**src/rtl/mdio_pkg.sv**
```systemverilog
// mdio_pkg: shared constants and state encoding for the Clause-22 MDIO master.
//   ST / OP_*   : frame start and opcode fields
//   ADDR_W      : PHY / register address width
//   DATA_W      : management data width
//   HDR_LEN     : ST + OP + PHYAD + REGAD bit count
//   mdio_state_e: frame sequencer states
package mdio_pkg;

   localparam logic [1:0] ST    = 2'b01;
   localparam logic [1:0] OP_WR = 2'b01;
   localparam logic [1:0] OP_RD = 2'b10;

   localparam int ADDR_W  = 5;
   localparam int DATA_W  = 16;
   localparam int HDR_LEN = 14;
   localparam int TA_LEN  = 2;

   typedef enum logic [2:0] {
      S_IDLE,
      S_PRE,
      S_HDR,
      S_TA,
      S_DATA,
      S_DONE
   } mdio_state_e;

endpackage

```
**src/rtl/mdio_master_if.sv**
```systemverilog
// mdio_master_if: command / response bundle between the PHY-init sequencer and
// the MDIO master.
//   master modport : command source (sequencer) side
//   slave  modport : mdio_master side
//   cmd_*          : single read/write command, valid/ready handshake
//   rsp_*          : one-cycle response pulse with read data and TA error flag
//   busy           : frame in progress
interface mdio_master_if;
   import mdio_pkg::*;

   logic              cmd_valid;
   logic              cmd_ready;
   logic              cmd_rd;
   logic [ADDR_W-1:0] cmd_phy_addr;
   logic [ADDR_W-1:0] cmd_reg_addr;
   logic [DATA_W-1:0] cmd_wdata;
   logic              rsp_valid;
   logic [DATA_W-1:0] rsp_rdata;
   logic              rsp_err;
   logic              busy;

   modport master (
      output cmd_valid, cmd_rd, cmd_phy_addr, cmd_reg_addr, cmd_wdata,
      input  cmd_ready, rsp_valid, rsp_rdata, rsp_err, busy
   );

   modport slave (
      input  cmd_valid, cmd_rd, cmd_phy_addr, cmd_reg_addr, cmd_wdata,
      output cmd_ready, rsp_valid, rsp_rdata, rsp_err, busy
   );

endinterface

```
**src/rtl/mdio_clk_gen.sv**
```systemverilog
// mdio_clk_gen: MDC generator. Each MDC period is CLK_DIV sys_clk cycles low
// followed by CLK_DIV cycles high, starting low when enabled.
//   sys_clk, sys_rst : clock, async active-high reset
//   en               : run enable; while low MDC is parked at 0
//   mdc              : registered management clock
//   rise_stb         : high in the cycle whose closing edge drives mdc 0->1
//   fall_stb         : high in the cycle whose closing edge drives mdc 1->0
module mdio_clk_gen #(
   parameter int CLK_DIV = 10
) (
   input  logic sys_clk,
   input  logic sys_rst,
   input  logic en,
   output logic mdc,
   output logic rise_stb,
   output logic fall_stb
);

   localparam int            CW       = $clog2(CLK_DIV + 1);
   localparam logic [CW-1:0] CNT_LAST = CW'(CLK_DIV - 1);

   logic [CW-1:0] cnt;
   logic          wrap;

   assign wrap     = en && (cnt == CNT_LAST);
   assign rise_stb = wrap && !mdc;
   assign fall_stb = wrap && mdc;

   always_ff @(posedge sys_clk or posedge sys_rst) begin
      if (sys_rst) begin
         cnt <= '0;
         mdc <= 1'b0;
      end else if (!en) begin
         cnt <= '0;
         mdc <= 1'b0;
      end else if (wrap) begin
         cnt <= '0;
         mdc <= ~mdc;
      end else begin
         cnt <= cnt + 1'b1;
      end
   end

endmodule

```
**src/rtl/mdio_master.sv**
```systemverilog
// mdio_master: Clause-22 MDIO management master. Accepts one read or write
// command, serialises PRE_LEN preamble bits plus the 32-bit frame on MDC/MDIO
// and returns a response for every command.
//   sys_clk, sys_rst : clock, async active-high reset
//   bus (slave)      : cmd_* handshake, rsp_* pulse, busy
//   mdc              : management clock (0 while idle)
//   mdio_o, mdio_oe  : pad output data / output enable
//   mdio_i           : pad input, sampled on MDC rising
module mdio_master
   import mdio_pkg::*;
#(
   parameter int CLK_DIV = 10,
   parameter int PRE_LEN = 32
) (
   input  logic         sys_clk,
   input  logic         sys_rst,
   mdio_master_if.slave bus,
   output logic         mdc,
   output logic         mdio_o,
   output logic         mdio_oe,
   input  logic         mdio_i
);

   // Bit counter holds "bits left in this phase minus one".
   localparam logic [5:0] PRE_LAST  = (PRE_LEN > 0) ? 6'(PRE_LEN - 1) : 6'd0;
   localparam logic [5:0] HDR_LAST  = 6'(HDR_LEN - 1);
   localparam logic [5:0] TA_LAST   = 6'(TA_LEN - 1);
   localparam logic [5:0] DATA_LAST = 6'(DATA_W - 1);

   mdio_state_e       state, state_nx;
   logic              accept;
   logic              rise_stb, fall_stb;
   logic              phase_end;
   logic [5:0]        bit_cnt, cnt_reload;
   logic              rd_q, rd_eff;
   logic [31:0]       frame, sh;
   logic [DATA_W-1:0] rx_sh;
   logic              ta_err;
   logic              ready_d, busy_d, rsp_valid_d, oe_d, o_d;

   assign accept    = bus.cmd_valid && bus.cmd_ready;
   assign phase_end = fall_stb && (bit_cnt == 6'd0);

   // Post-preamble frame. For reads, TA and DATA are filled with ones so the
   // output parks high while the line is released.
   assign frame = bus.cmd_rd
      ? {ST, OP_RD, bus.cmd_phy_addr, bus.cmd_reg_addr, 18'h3FFFF}
      : {ST, OP_WR, bus.cmd_phy_addr, bus.cmd_reg_addr, 2'b10, bus.cmd_wdata};

   mdio_clk_gen #(.CLK_DIV(CLK_DIV)) u_clk_gen (
      .sys_clk  (sys_clk),
      .sys_rst  (sys_rst),
      .en       (bus.busy),
      .mdc      (mdc),
      .rise_stb (rise_stb),
      .fall_stb (fall_stb)
   );

   // State register
   always_ff @(posedge sys_clk or posedge sys_rst) begin
      if (sys_rst) state <= S_IDLE;
      else         state <= state_nx;
   end

   // Next state: phases advance only on the MDC falling strobe
   always_comb begin
      state_nx = state;
      case (state)
         S_IDLE: if (accept)    state_nx = (PRE_LEN > 0) ? S_PRE : S_HDR;
         S_PRE:  if (phase_end) state_nx = S_HDR;
         S_HDR:  if (phase_end) state_nx = S_TA;
         S_TA:   if (phase_end) state_nx = S_DATA;
         S_DATA: if (phase_end) state_nx = S_DONE;
         S_DONE:                state_nx = S_IDLE;
         default:               state_nx = S_IDLE;
      endcase
   end

   // Outputs: next values of the registered outputs, decoded from state_nx so
   // pad changes line up with bit starts (accept edge or MDC fall).
   always_comb begin
      ready_d     = (state_nx == S_IDLE);
      busy_d      = (state_nx == S_PRE) || (state_nx == S_HDR) ||
                    (state_nx == S_TA)  || (state_nx == S_DATA);
      rsp_valid_d = (state == S_DONE);
      rd_eff      = accept ? bus.cmd_rd : rd_q;
      oe_d        = busy_d && !(rd_eff && ((state_nx == S_TA) || (state_nx == S_DATA)));
      o_d         = mdio_o;
      if (!busy_d)                o_d = 1'b1;
      else if (state_nx == S_PRE) o_d = 1'b1;
      else if (accept)            o_d = frame[31];
      else if (fall_stb)          o_d = (state == S_PRE) ? sh[31] : sh[30];

      case (state_nx)
         S_PRE:   cnt_reload = PRE_LAST;
         S_HDR:   cnt_reload = HDR_LAST;
         S_TA:    cnt_reload = TA_LAST;
         S_DATA:  cnt_reload = DATA_LAST;
         default: cnt_reload = 6'd0;
      endcase
   end

   // Datapath and registered outputs
   always_ff @(posedge sys_clk or posedge sys_rst) begin
      if (sys_rst) begin
         bus.cmd_ready <= 1'b1;
         bus.busy      <= 1'b0;
         bus.rsp_valid <= 1'b0;
         bus.rsp_rdata <= '0;
         bus.rsp_err   <= 1'b0;
         mdio_o        <= 1'b1;
         mdio_oe       <= 1'b0;
         rd_q          <= 1'b0;
         sh            <= '0;
         rx_sh         <= '0;
         ta_err        <= 1'b0;
         bit_cnt       <= '0;
      end else begin
         bus.cmd_ready <= ready_d;
         bus.busy      <= busy_d;
         bus.rsp_valid <= rsp_valid_d;
         mdio_o        <= o_d;
         mdio_oe       <= oe_d;

         if (accept) begin
            rd_q    <= bus.cmd_rd;
            sh      <= frame;
            bit_cnt <= cnt_reload;
            rx_sh   <= '0;
            ta_err  <= 1'b0;
         end else if (fall_stb) begin
            // Preamble bits are implicit; the frame shifter starts after them
            if (state != S_PRE) sh <= {sh[30:0], 1'b1};
            bit_cnt <= phase_end ? cnt_reload : bit_cnt - 1'b1;
         end

         if (rise_stb && rd_q) begin
            if ((state == S_TA) && (bit_cnt == 6'd0)) ta_err <= mdio_i;
            if (state == S_DATA) rx_sh <= {rx_sh[DATA_W-2:0], mdio_i};
         end

         if (state == S_DONE) begin
            bus.rsp_rdata <= rd_q ? rx_sh : '0;
            bus.rsp_err   <= rd_q && ta_err;
         end
      end
   end

endmodule
```
**src/flat_wrapper.sv**
```systemverilog
// flat-port wrapper written by rule: the top's interface ports become plain ports
module mdio_master_flat import mdio_pkg::*;
#(
   parameter int CLK_DIV = 10,
   parameter int PRE_LEN = 32
)
  (sys_clk, sys_rst, mdc, mdio_o, mdio_oe, mdio_i, bus_cmd_valid, bus_cmd_rd, bus_cmd_phy_addr, bus_cmd_reg_addr, bus_cmd_wdata, bus_cmd_ready, bus_rsp_valid, bus_rsp_rdata, bus_rsp_err, bus_busy);
  mdio_master_if bus_i ();
  input  logic sys_clk;
  input  logic sys_rst;
  output logic mdc;
  output logic mdio_o;
  output logic mdio_oe;
  input  logic mdio_i;
  input wire logic [$bits(bus_i.cmd_valid)-1:0] bus_cmd_valid;
  input wire logic [$bits(bus_i.cmd_rd)-1:0] bus_cmd_rd;
  input wire logic [$bits(bus_i.cmd_phy_addr)-1:0] bus_cmd_phy_addr;
  input wire logic [$bits(bus_i.cmd_reg_addr)-1:0] bus_cmd_reg_addr;
  input wire logic [$bits(bus_i.cmd_wdata)-1:0] bus_cmd_wdata;
  output wire logic [$bits(bus_i.cmd_ready)-1:0] bus_cmd_ready;
  output wire logic [$bits(bus_i.rsp_valid)-1:0] bus_rsp_valid;
  output wire logic [$bits(bus_i.rsp_rdata)-1:0] bus_rsp_rdata;
  output wire logic [$bits(bus_i.rsp_err)-1:0] bus_rsp_err;
  output wire logic [$bits(bus_i.busy)-1:0] bus_busy;
  assign bus_i.cmd_valid = bus_cmd_valid;
  assign bus_i.cmd_rd = bus_cmd_rd;
  assign bus_i.cmd_phy_addr = bus_cmd_phy_addr;
  assign bus_i.cmd_reg_addr = bus_cmd_reg_addr;
  assign bus_i.cmd_wdata = bus_cmd_wdata;
  assign bus_cmd_ready = bus_i.cmd_ready;
  assign bus_rsp_valid = bus_i.rsp_valid;
  assign bus_rsp_rdata = bus_i.rsp_rdata;
  assign bus_rsp_err = bus_i.rsp_err;
  assign bus_busy = bus_i.busy;
  mdio_master #(.CLK_DIV(CLK_DIV), .PRE_LEN(PRE_LEN)) u_core (.sys_clk(sys_clk), .sys_rst(sys_rst), .bus(bus_i), .mdc(mdc), .mdio_o(mdio_o), .mdio_oe(mdio_oe), .mdio_i(mdio_i));
endmodule
```
**config.mk**
```make
export PLATFORM = sky130hd
export DESIGN_NAME = mdio_master_flat
export DESIGN_NICKNAME = d
export VERILOG_FILES = /design/src/rtl/mdio_pkg.sv /design/src/rtl/mdio_master_if.sv /design/src/rtl/mdio_clk_gen.sv /design/src/rtl/mdio_master.sv /design/src/flat_wrapper.sv
export SDC_FILE = /design/constraint.sdc
export NUM_CORES = 1
export LEC_CHECK = 0
export ABC_AREA = 0
export BUFFER_PORTS_ARGS = -buffer_cell sky130_fd_sc_hd__buf_2
export CAP_MARGIN = 20
export CORE_UTILIZATION = 60
export CTS_CLUSTER_SIZE = 25
export DETAILED_ROUTE_END_ITERATION = 10
export GPL_TIMING_DRIVEN = 0
export PLACE_DENSITY = 0.83
export SKIP_LAST_GASP = 1
export SYNTH_ARGS = -nofsm -noshare
export SYNTH_HDL_FRONTEND = slang
export SYNTH_SLANG_ARGS = --single-unit
```
**constraint.sdc**
```tcl
create_clock -name sys_clk -period 4.6 [get_ports sys_clk]
set_input_delay 0 -clock sys_clk [delete_from_list [all_inputs] [get_ports sys_clk]]
set_output_delay 0 -clock sys_clk [all_outputs]
set_load 0.01 [all_outputs]
```
==> results of run 1 <==
[worst max-delay path, delay by kind of cell (launching register included)]
family | cells | cell delay (ns)
buf+inv | 3 | 0.42
compound gates | 2 | 0.35
flops | 1 | 0.41
fa+ha+maj | 1 | 0.18
simple gates | 2 | 0.86
[cell type report]
type                    count  area [µm²]
flip-flops and latches     86        2150
multi-input cells         327        1680
fillers                   451        1520
repair buffers             81         568
plain buffers              35         164
clock buffers               9         124
well taps                  77        96.3
clock inverters             7        73.8
inverters                  10        40.0
diodes                      1        2.50
[metal layers]
layer,vias up,track usage (%),part of all wire [%],wire length (µm)
met4,0,9.09,2.0,191
met5,-,0,0,0
met2,129,46.1,49,4780
met1,1721,41.2,45,4350
met3,23,5.14,4.5,434
li1,1751,-,-,-
[layout by cell type (no fill, tap or decap), drive strengths merged, types with 4 or more instances in the layout]
cell | synthesis | routed
nand2 | 131 | 131
dfrtp | 84 | 84
buf | 7 | 60
o21ai | 43 | 43
clkbuf | 28 | 37
dlygate4sd3 | 0 | 28
nand3 | 27 | 27
a31oi | 23 | 23
nor3 | 22 | 22
nor2 | 19 | 19
inv | 10 | 14
a21oi | 9 | 9
or3 | 4 | 4
nor2b | 4 | 4
ha | 4 | 4
[through the flow]
stage	cells	total power, mW	instance area [µm²]
after floorplan	458	0.840	4040
after global placement	587	0.864	4390
after detailed placement	588	0.871	4420
after CTS	632	1.40	4900
after global routing	633	1.46	4900
final	633	1.40	4900
[how the worst max path moves through the flow]
stage / end / from / cells after the start
2_1_floorplan: u_core.bit_cnt[0] / sys_rst / 1
3_3_place_gp: u_core.u_clk_gen.cnt[0] / sys_rst / 2
3_5_place_dp: u_core.bit_cnt[2] / u_core.bit_cnt[0] / 8
4_1_cts: u_core.bit_cnt[2] / u_core.bit_cnt[0] / 8
5_1_grt: u_core.sh[14] / u_core.u_clk_gen.cnt[1] / 7
6_report: u_core.bit_cnt[2] / u_core.bit_cnt[0] / 8
[cells by family (layout without fill, tap and decap cells)]
| logic type | Yosys count | in the layout | share of synthesized area [%] |
|---|---|---|---|
| flops | 86 | 86 | 53.4 |
| simple gates | 226 | 226 | 25.3 |
| buf+inv | 45 | 142 | 4.99 |
| compound gates | 90 | 90 | 13.3 |
| other cells | 0 | 1 | 0 |
| mux | 4 | 4 | 1.12 |
| fa+ha+maj | 4 | 4 | 1.24 |
| xor+xnor | 3 | 3 | 0.651 |
[sequential cells by signal (all words and copies together) (netlist names)]
register / cells
u_core.sh: 32
u_core.bus.rsp_rdata: 16
u_core.rx_sh: 16
u_core.bit_cnt: 6
u_core.u_clk_gen.cnt: 4
u_core.state: 3
u_core.bus.busy: 1
u_core.bus.cmd_ready: 1
u_core.bus.rsp_err: 1
u_core.bus.rsp_valid: 1
u_core.mdio_o: 1
u_core.mdio_oe: 1
u_core.rd_q: 1
u_core.ta_err: 1
u_core.u_clk_gen.mdc: 1
[power by group through the flow]
stage	combinational [mW]	clock [mW]	sequential (mW)
2_1_floorplan	0.0389	0	0.802
3_3_place_gp	0.0593	0	0.805
3_5_place_dp	0.0657	0	0.805
4_1_cts	0.0836	0.529	0.791
5_1_grt	0.0942	0.569	0.794
6_report	0.0841	0.527	0.791
[repair_timing]
item,CTS,global route
hold endpoints to repair,112,0
buffers inserted,0,0
hold buffers,28,0
==> out/results.ini, run 1 <==
[status]
outcome = complete, but fails checks
failed_checks = design-rule violations

[cts]
clk_latency_ns = 0.37
cts_max_path_buffers = 2
cts_tree = yes
htree_levels = 3
numCtsBuffers = 9
cts_resized = 0
cts-root-buf = clkbuf_8
path_clk_slew_ns = 0.10
clkSinkCount = 86

[placed_design]
hpwl_um = 6190
port_buffers = 52
routabilityCongestion = 0.934
pre_cts_ws_ns = 2.26

[worst_setup_path]
slowest_delay_ns = 0.43
r2r_end = u_core.bit_cnt[2]
worst_setup_path_start_kind = flip-flop
worstPathCellList = inv_1 -> ha_1 -> or4b_1 -> clkbuf_2 -> or4_4 -> buf_6 -> a221oi_2 -> a31oi_1
cp_slowest_cell = or4b_1
r2r_setup_slack_ns = 2.23
rr_worst_depth = 8
worstReg2RegStart = u_core.bit_cnt[0]
cp_max_fo = 6
path_class = flip-flop to flip-flop
cp-end-kind = flip-flop
critPathArrivalTime_ns = 2.57
required_ns = 4.80

[logic_synthesis]
synth.most_common_cell = nand2_1
yosysTopAreaCellShare_pct = 52.1
yosys.area.top_type = dfrtp_1
synthDistinctLibCells = 52
netlist_area_um2 = 4040
synth_fp_nets = 493
avgSynthCellArea_um2 = 8.81
synth_top_flop_cell = dfrtp_1
synth-seq-cells = 86
ys_seq_area_share_pct = 53.4
synth_edf_count = 0
synth.top_cells.by_area = dfrtp_1, nand2_1, o21ai_0
ys_async_sr_fraction_pct = 100
synthCells = 458
yosysWarnings = 0
synthTopCellsByCount = nand2_1, dfrtp_1, o21ai_0

[hold_path]
whs_endpoint = u_core.sh[28]
hold_depth = 3
hp-class = input pin to flip-flop
min_from = bus_cmd_valid

[power_and_ir_drop]
pwr-share-seq_pct = 56.4
cellLeakagePower_nw = 2.24
vdd_drop_max_v = 0.000195
power.internal_mw = 1.03
power_frac_clock_pct = 37.6
power.share.combinational_pct = 6.0
power.switching_uw = 369
p_sw_share_pct = 26.3
p_per_area_nw_per_um2 = 286

[timing]
fin_crit_ns = 2.37
worst_slew_pin_slew_ns = 0.580
drv_slew = 0
rsz0062_at_grt = no
final.setup.tns_ns = 0
whs_ns = 0.0339
fin_ws_ns = 2.23
setup_viol = 0
hold_violations = 0
skew_ns = 0.0235
fin_crit_sh_pct = 51.4
max_freq_mhz = 423
slew-limit-headroom_pct = 61.0

[route]
routedWlPerCell_um = 15.4
routed_wl_um = 9750
drc = 10
antenna_left = 0
viasPerCell = 5.73
drt_pass1_iterations = 9
drt_iter0_drc = 345
dr_total_vias = 3624

[cells_and_area]
drive_gt1_share_pct = 15.9
fin_nets = 585
syn_to_final_growth_pct = 21.5
final_util_pct = 76.3

[die]
start_util_pct = 62.8
die_w_um = 84.0
io_pins = 54
fp.coreArea_um2 = 6420
fp-row-count = 29
dieArea_um2 = 7060
die_y_um = 84.0

[global_routing]
antenna_found_initial = 1
grt_pass1_wl_um = 16300
grt_pass1_vias = 3357
grtUsageTotal_pct = 29.1
gr-total-overflow = 0
grt_max_degree = 75

[flow_run]
cap_viol_max_count = 0

Power figures use the tool's default switching activity.
==> run 2: changes to the inputs <==
CORE_UTILIZATION = 57   (was 60)
PLACE_DENSITY = 0.79   (was 0.83)
clock period = 2.3 ns   (was 4.6 ns; I/O delays follow)
==> run 2 against run 1 <==
Against the previous run: the run now ends clean; flip-flop and latch count unchanged; clock skew shrank 0.0089 ns; non-clock buffer count up 3; sequential share of layout area down 0.63 points.
==> out/results.ini, run 2 (synthesis gave the netlist of run 1 again) <==
[die]
dieArea_um2 = 7420
io_pins = 54
start_util_pct = 59.1
die_y_um = 86.2
die_w_um = 86.2
fp-row-count = 30
fp.coreArea_um2 = 6830

[hold_path]
min_from = bus_cmd_valid
hp-class = input pin to flip-flop
hold_depth = 3
whs_endpoint = u_core.sh[28]

[timing]
skew_ns = 0.0145
fin_crit_sh_pct = 96.8
rsz0062_at_grt = no
whs_ns = 0.0296
max_freq_mhz = 449
setup_viol = 0
hold_violations = 0
worst_slew_pin_slew_ns = 0.621
fin_crit_ns = 2.23
drv_slew = 0
slew-limit-headroom_pct = 58.2

[worst_setup_path]
path_delay_family = simple AND/OR/NAND/NOR gates
worst_setup_path_start_kind = flip-flop
r2r_setup_slack_ns = 0.07
cp_max_fo = 3
worstReg2RegStart = u_core.bit_cnt[0]
cp_num_cells = 6
required_ns = 2.58
critPathArrivalTime_ns = 2.51
r2r_end = u_core.bit_cnt[5]
critPathBufInv = 2
cp-end-kind = flip-flop
path_class = flip-flop to flip-flop
worstPathCellList = buf_4 -> buf_4 -> or3_1 -> or4b_2 -> or3_1 -> a21oi_1
rr_worst_depth = 6
slowest_delay_ns = 0.64
cp_slowest_cell = or4b_2

[cells_and_area]
final_util_pct = 72.8
regMostFlops = u_core.sh
fin_nets = 588
final_cell_mix = nand2_1, dfrtp_1, buf_2, o21ai_0, dlygate4sd3_1
diodes = 0
syn_to_final_growth_pct = 23.2
reg_top3 = u_core.sh x32, u_core.bus.rsp_rdata x16, u_core.rx_sh x16
final_common_cell = nand2_1
largest_reg_flops = 32
drive_gt1_share_pct = 17.4

[route]
drt_pass1_iterations = 5
antenna_left = 0
dr_total_vias = 3647
drt_iter0_drc = 303
viasPerCell = 5.58
drc = 0
routed_wl_um = 9670
routedWlPerCell_um = 14.8

[cts]
clk_latency_ns = 0.36
numCtsBuffers = 9
clkSinkCount = 86
path_clk_slew_ns = 0.09
cts_tree = yes
cts_max_path_buffers = 2
htree_levels = 3
cts-root-buf = clkbuf_8

[power_and_ir_drop]
vdd_drop_max_v = 0.000336
total_power_mw = 2.74
p_per_area_nw_per_um2 = 551
cellLeakagePower_nw = 2.27

[global_routing]
antenna_found_initial = 0
grt_pass1_wl_um = 16200
grt_max_degree = 64
gr-total-overflow = 0
grtUsageTotal_pct = 28.2
grt_pass1_vias = 3427

[placed_design]
routabilityCongestion = 0.883
hpwl_um = 6240
port_buffers = 52

[flow_run]
cap_viol_max_count = 0

[status]
outcome = finished, final reports clean

## run 2: layout make-up
| class | count | area [µm²] |
|---|---|---|
| buffer | 34 | 161 |
| clock buffer | 9 | 124 |
| clock inverter | 7 | 56.3 |
| fill | 544 | 1860 |
| inverter | 10 | 40.0 |
| multi-input combinational | 327 | 1720 |
| sequential | 86 | 2150 |
| tap | 96 | 120 |
| timing repair buffer | 85 | 598 |
## run 2: stage by stage
| step | std cells | cell area [µm²] | worst slack (ns) | TNS (ns) |
|---|---|---|---|---|
| 2_1_floorplan | 458 | 4040 | 0.0815 | 0 |
| 4_1_cts | 652 | 4940 | 0.00791 | 0 |
| 5_1_grt | 654 | 4970 | 0.0135 | 0 |
| 6_report | 654 | 4970 | 0.0739 | 0 |
| 3_5_place_dp | 607 | 4450 | -0.0620 | -0.0864 |
| 3_3_place_gp | 606 | 4420 | -0.859 | -71.96 |
## run 2: worst max-delay path by stage
| stage | slack [ns] | to | from |
|---|---|---|---|
| after floorplan | 0.08 | u_core.bit_cnt[0] | sys_rst |
| after global placement | -0.86 | u_core.u_clk_gen.mdc | sys_rst |
| after detailed placement | -0.06 | u_core.bit_cnt[2] | u_core.bit_cnt[0] |
| after CTS | 0.008 | u_core.bit_cnt[2] | u_core.bit_cnt[1] |
| after global routing | 0.01 | u_core.bit_cnt[5] | u_core.bit_cnt[0] |
| final | 0.07 | u_core.bit_cnt[5] | u_core.bit_cnt[0] |
## run 2: worst reg2reg max path: stages (launching register included)
cell and delay [ns]:
dfrtp_1 0.39, buf_4 0.13, buf_4 0.12, or3_1 0.40
or4b_2 0.64, or3_1 0.32, a21oi_1 0.15
## run 2: power by group
part           internal, mW  switching (mW)  total (mW)
clock network         0.408           0.584       0.992
registers              1.55          0.0291        1.58
logic                0.0831          0.0858       0.169
## run 2: metal layers
layer	share of wire, %	GRT usage (%)	vias up
met5	0	0	-
met1	43	37.9	1733
li1	-	-	1758
met4	2.6	11.2	0
met3	4.7	5.58	27
met2	50	45.2	129
## run 2: repair_timing
item / 4_1_cts / 5_1_grt
hold buffers: 28 / 0
endpoints found under the setup margin: 2 / 49
resized for setup: 4 / 9
pin swaps: 1 / 1
hold endpoints to repair: 112 / 0
setup buffers: 1 / 3
==> run 3: changes to the inputs <==
GPL_ROUTABILITY_DRIVEN = 0   (was unset)
clock period = 2.22 ns   (was 2.3 ns; I/O delays follow)
==> run 3 against run 2 <==
Against the previous run: the run now ends with negative setup slack left; sequential share of layout area fell by 0.59 points; final cell count did not move; clock skew fell by 0.0013 ns; die area did not move; critical path type unchanged.
==> out/results.ini, run 3 (synthesis gave the netlist of run 1 again) <==
[cells_and_area]
regArea_um2 = 2150
fillers = 542
diodes = 0
multi_input_area_um2 = 1760
final_cell_mix = nand2_1, dfrtp_1, buf_2, o21ai_0, dlygate4sd3_1
regMostFlops = u_core.sh
final_common_cell = nand2_1
largest_reg_flops = 32
reg_top3 = u_core.sh x32, u_core.bus.rsp_rdata x16, u_core.rx_sh x16
fin_nets = 588
fin_cells = 654
syn_to_final_growth_pct = 25.0
drive_gt1_share_pct = 19.0

[die]
fp.coreArea_um2 = 6830
die_y_um = 86.2
start_util_pct = 59.1
fp-row-count = 30
die_w_um = 86.2
dieArea_um2 = 7420
io_pins = 54

[global_routing]
gr-total-overflow = 0
grt_pass1_wl_um = 16000
antenna_found_initial = 0
grt_pass1_vias = 3428
grtUsageTotal_pct = 27.8
grt_max_degree = 67

[timing]
max_freq_mhz = 439
hold_violations = 0
rsz0062_at_grt = yes
slew-limit-headroom_pct = 63.9
fin_ws_ns = -0.0580
fin_crit_sh_pct = 103
fin_crit_ns = 2.28
drv_slew = 0
skew_ns = 0.0132
worst_slew_pin_slew_ns = 0.540
setup_viol = 2
whs_ns = 0.0356

[power_and_ir_drop]
cellLeakagePower_nw = 2.29
total_power_mw = 2.99
vdd_drop_max_v = 0.000382
p_per_area_nw_per_um2 = 593

[worst_setup_path]
cp_max_fo = 6
critPathBufInv = 1
cp_slowest_cell = or4_4
slowest_delay_ns = 0.62
path_class = flip-flop to flip-flop
cp-end-kind = flip-flop
required_ns = 2.43
critPathArrivalTime_ns = 2.48
worstPathCellList = inv_2 -> ha_4 -> or4b_4 -> or4_4 -> a221oi_4 -> a31oi_1
path_delay_family = simple AND/OR/NAND/NOR gates
worst_setup_path_start_kind = flip-flop

[cts]
path_clk_slew_ns = 0.09
numCtsBuffers = 9
clkSinkCount = 86
cts_tree = yes
clk_latency_ns = 0.36
htree_levels = 3
cts-root-buf = clkbuf_8
cts_max_path_buffers = 2

[placed_design]
hpwl_um = 6190
port_buffers = 52
dp_cells = 607

[route]
drc = 0
drt_iter0_drc = 275
viasPerCell = 5.49
antenna_left = 0
dr_total_vias = 3592
drt_pass1_iterations = 5
routedWlPerCell_um = 14.7
routed_wl_um = 9620

[status]
outcome = complete, but fails checks
failed_checks = negative setup slack

[hold_path]
hp-class = input pin to flip-flop

[flow_run]
cap_viol_max_count = 0

## run 3: final timing paths
path	from	endpoint	slack, ns	depth (start not counted)
hold / removal	bus_cmd_valid	u_core.sh[28]	0.04	3
max in group asynchronous	sys_rst	u_core.bus.cmd_ready	1.40	4
setup reg to reg	u_core.bit_cnt[1]	u_core.bit_cnt[2]	-0.06	6
setup / recovery	u_core.bit_cnt[1]	u_core.bit_cnt[2]	-0.06	6
min in group asynchronous	sys_rst	u_core.bus.rsp_rdata[3]	0.15	3
hold reg to reg	u_core.bus.rsp_rdata[10]	u_core.bus.rsp_rdata[10]	0.48	2
## run 3: final cells by class
type	instances	share of cell area, %
Clock buffer	9	2.46
Buffer	33	3.08
Inverter	10	0.794
Multi-Input combinational cell	327	34.8
Clock inverter	7	1.76
Timing Repair Buffer	86	12.0
Sequential cell	86	42.7
Tap cell	96	2.38
## run 3: repair_timing
| action | in CTS | in global routing |
|---|---|---|
| endpoints found under the hold margin | 112 | 0 |
| setup buffers | 2 | 3 |
| setup endpoints to repair | 18 | 53 |
| pin swaps | 1 | 3 |
| gates resized for setup | 7 | 21 |
| hold buffers | 28 | 0 |
## run 3: worst reg2reg max path, cell delays in order, from the launching register on
cell and delay [ns]:
dfrtp_1 0.41, inv_2 0.09, ha_4 0.13, or4b_4 0.50
or4_4 0.62, a221oi_4 0.32, a31oi_1 0.07
## run 3: layer usage
layer / vias to the layer above / routed length, µm / GRT usage (%)
met2: 113 / 4830 / 46.5
met4: 0 / 199 / 10.2
met1: 1706 / 4180 / 36.6
met5: - / 0 / 0
li1: 1752 / - / -
met3: 21 / 411 / 4.81
## run 3: stage by stage
step	TNS, ns	worst slack [ns]	area [µm²]	util, %
finish	-0.0743	-0.0580	5040	73.8
floorplan	0	0.00146	4040	-
detailed placement	-0.471	-0.138	4450	65.1
CTS	-0.0782	-0.0537	4980	72.9
global route	-0.168	-0.102	5040	73.8
global placement	-77.37	-0.920	4420	64.7
## run 3: where the power goes
part | switching [mW] | internal [mW]
combinational | 0.0897 | 0.0888
sequential | 0.0308 | 1.61
clock | 0.624 | 0.549
total | 0.745 | 2.25
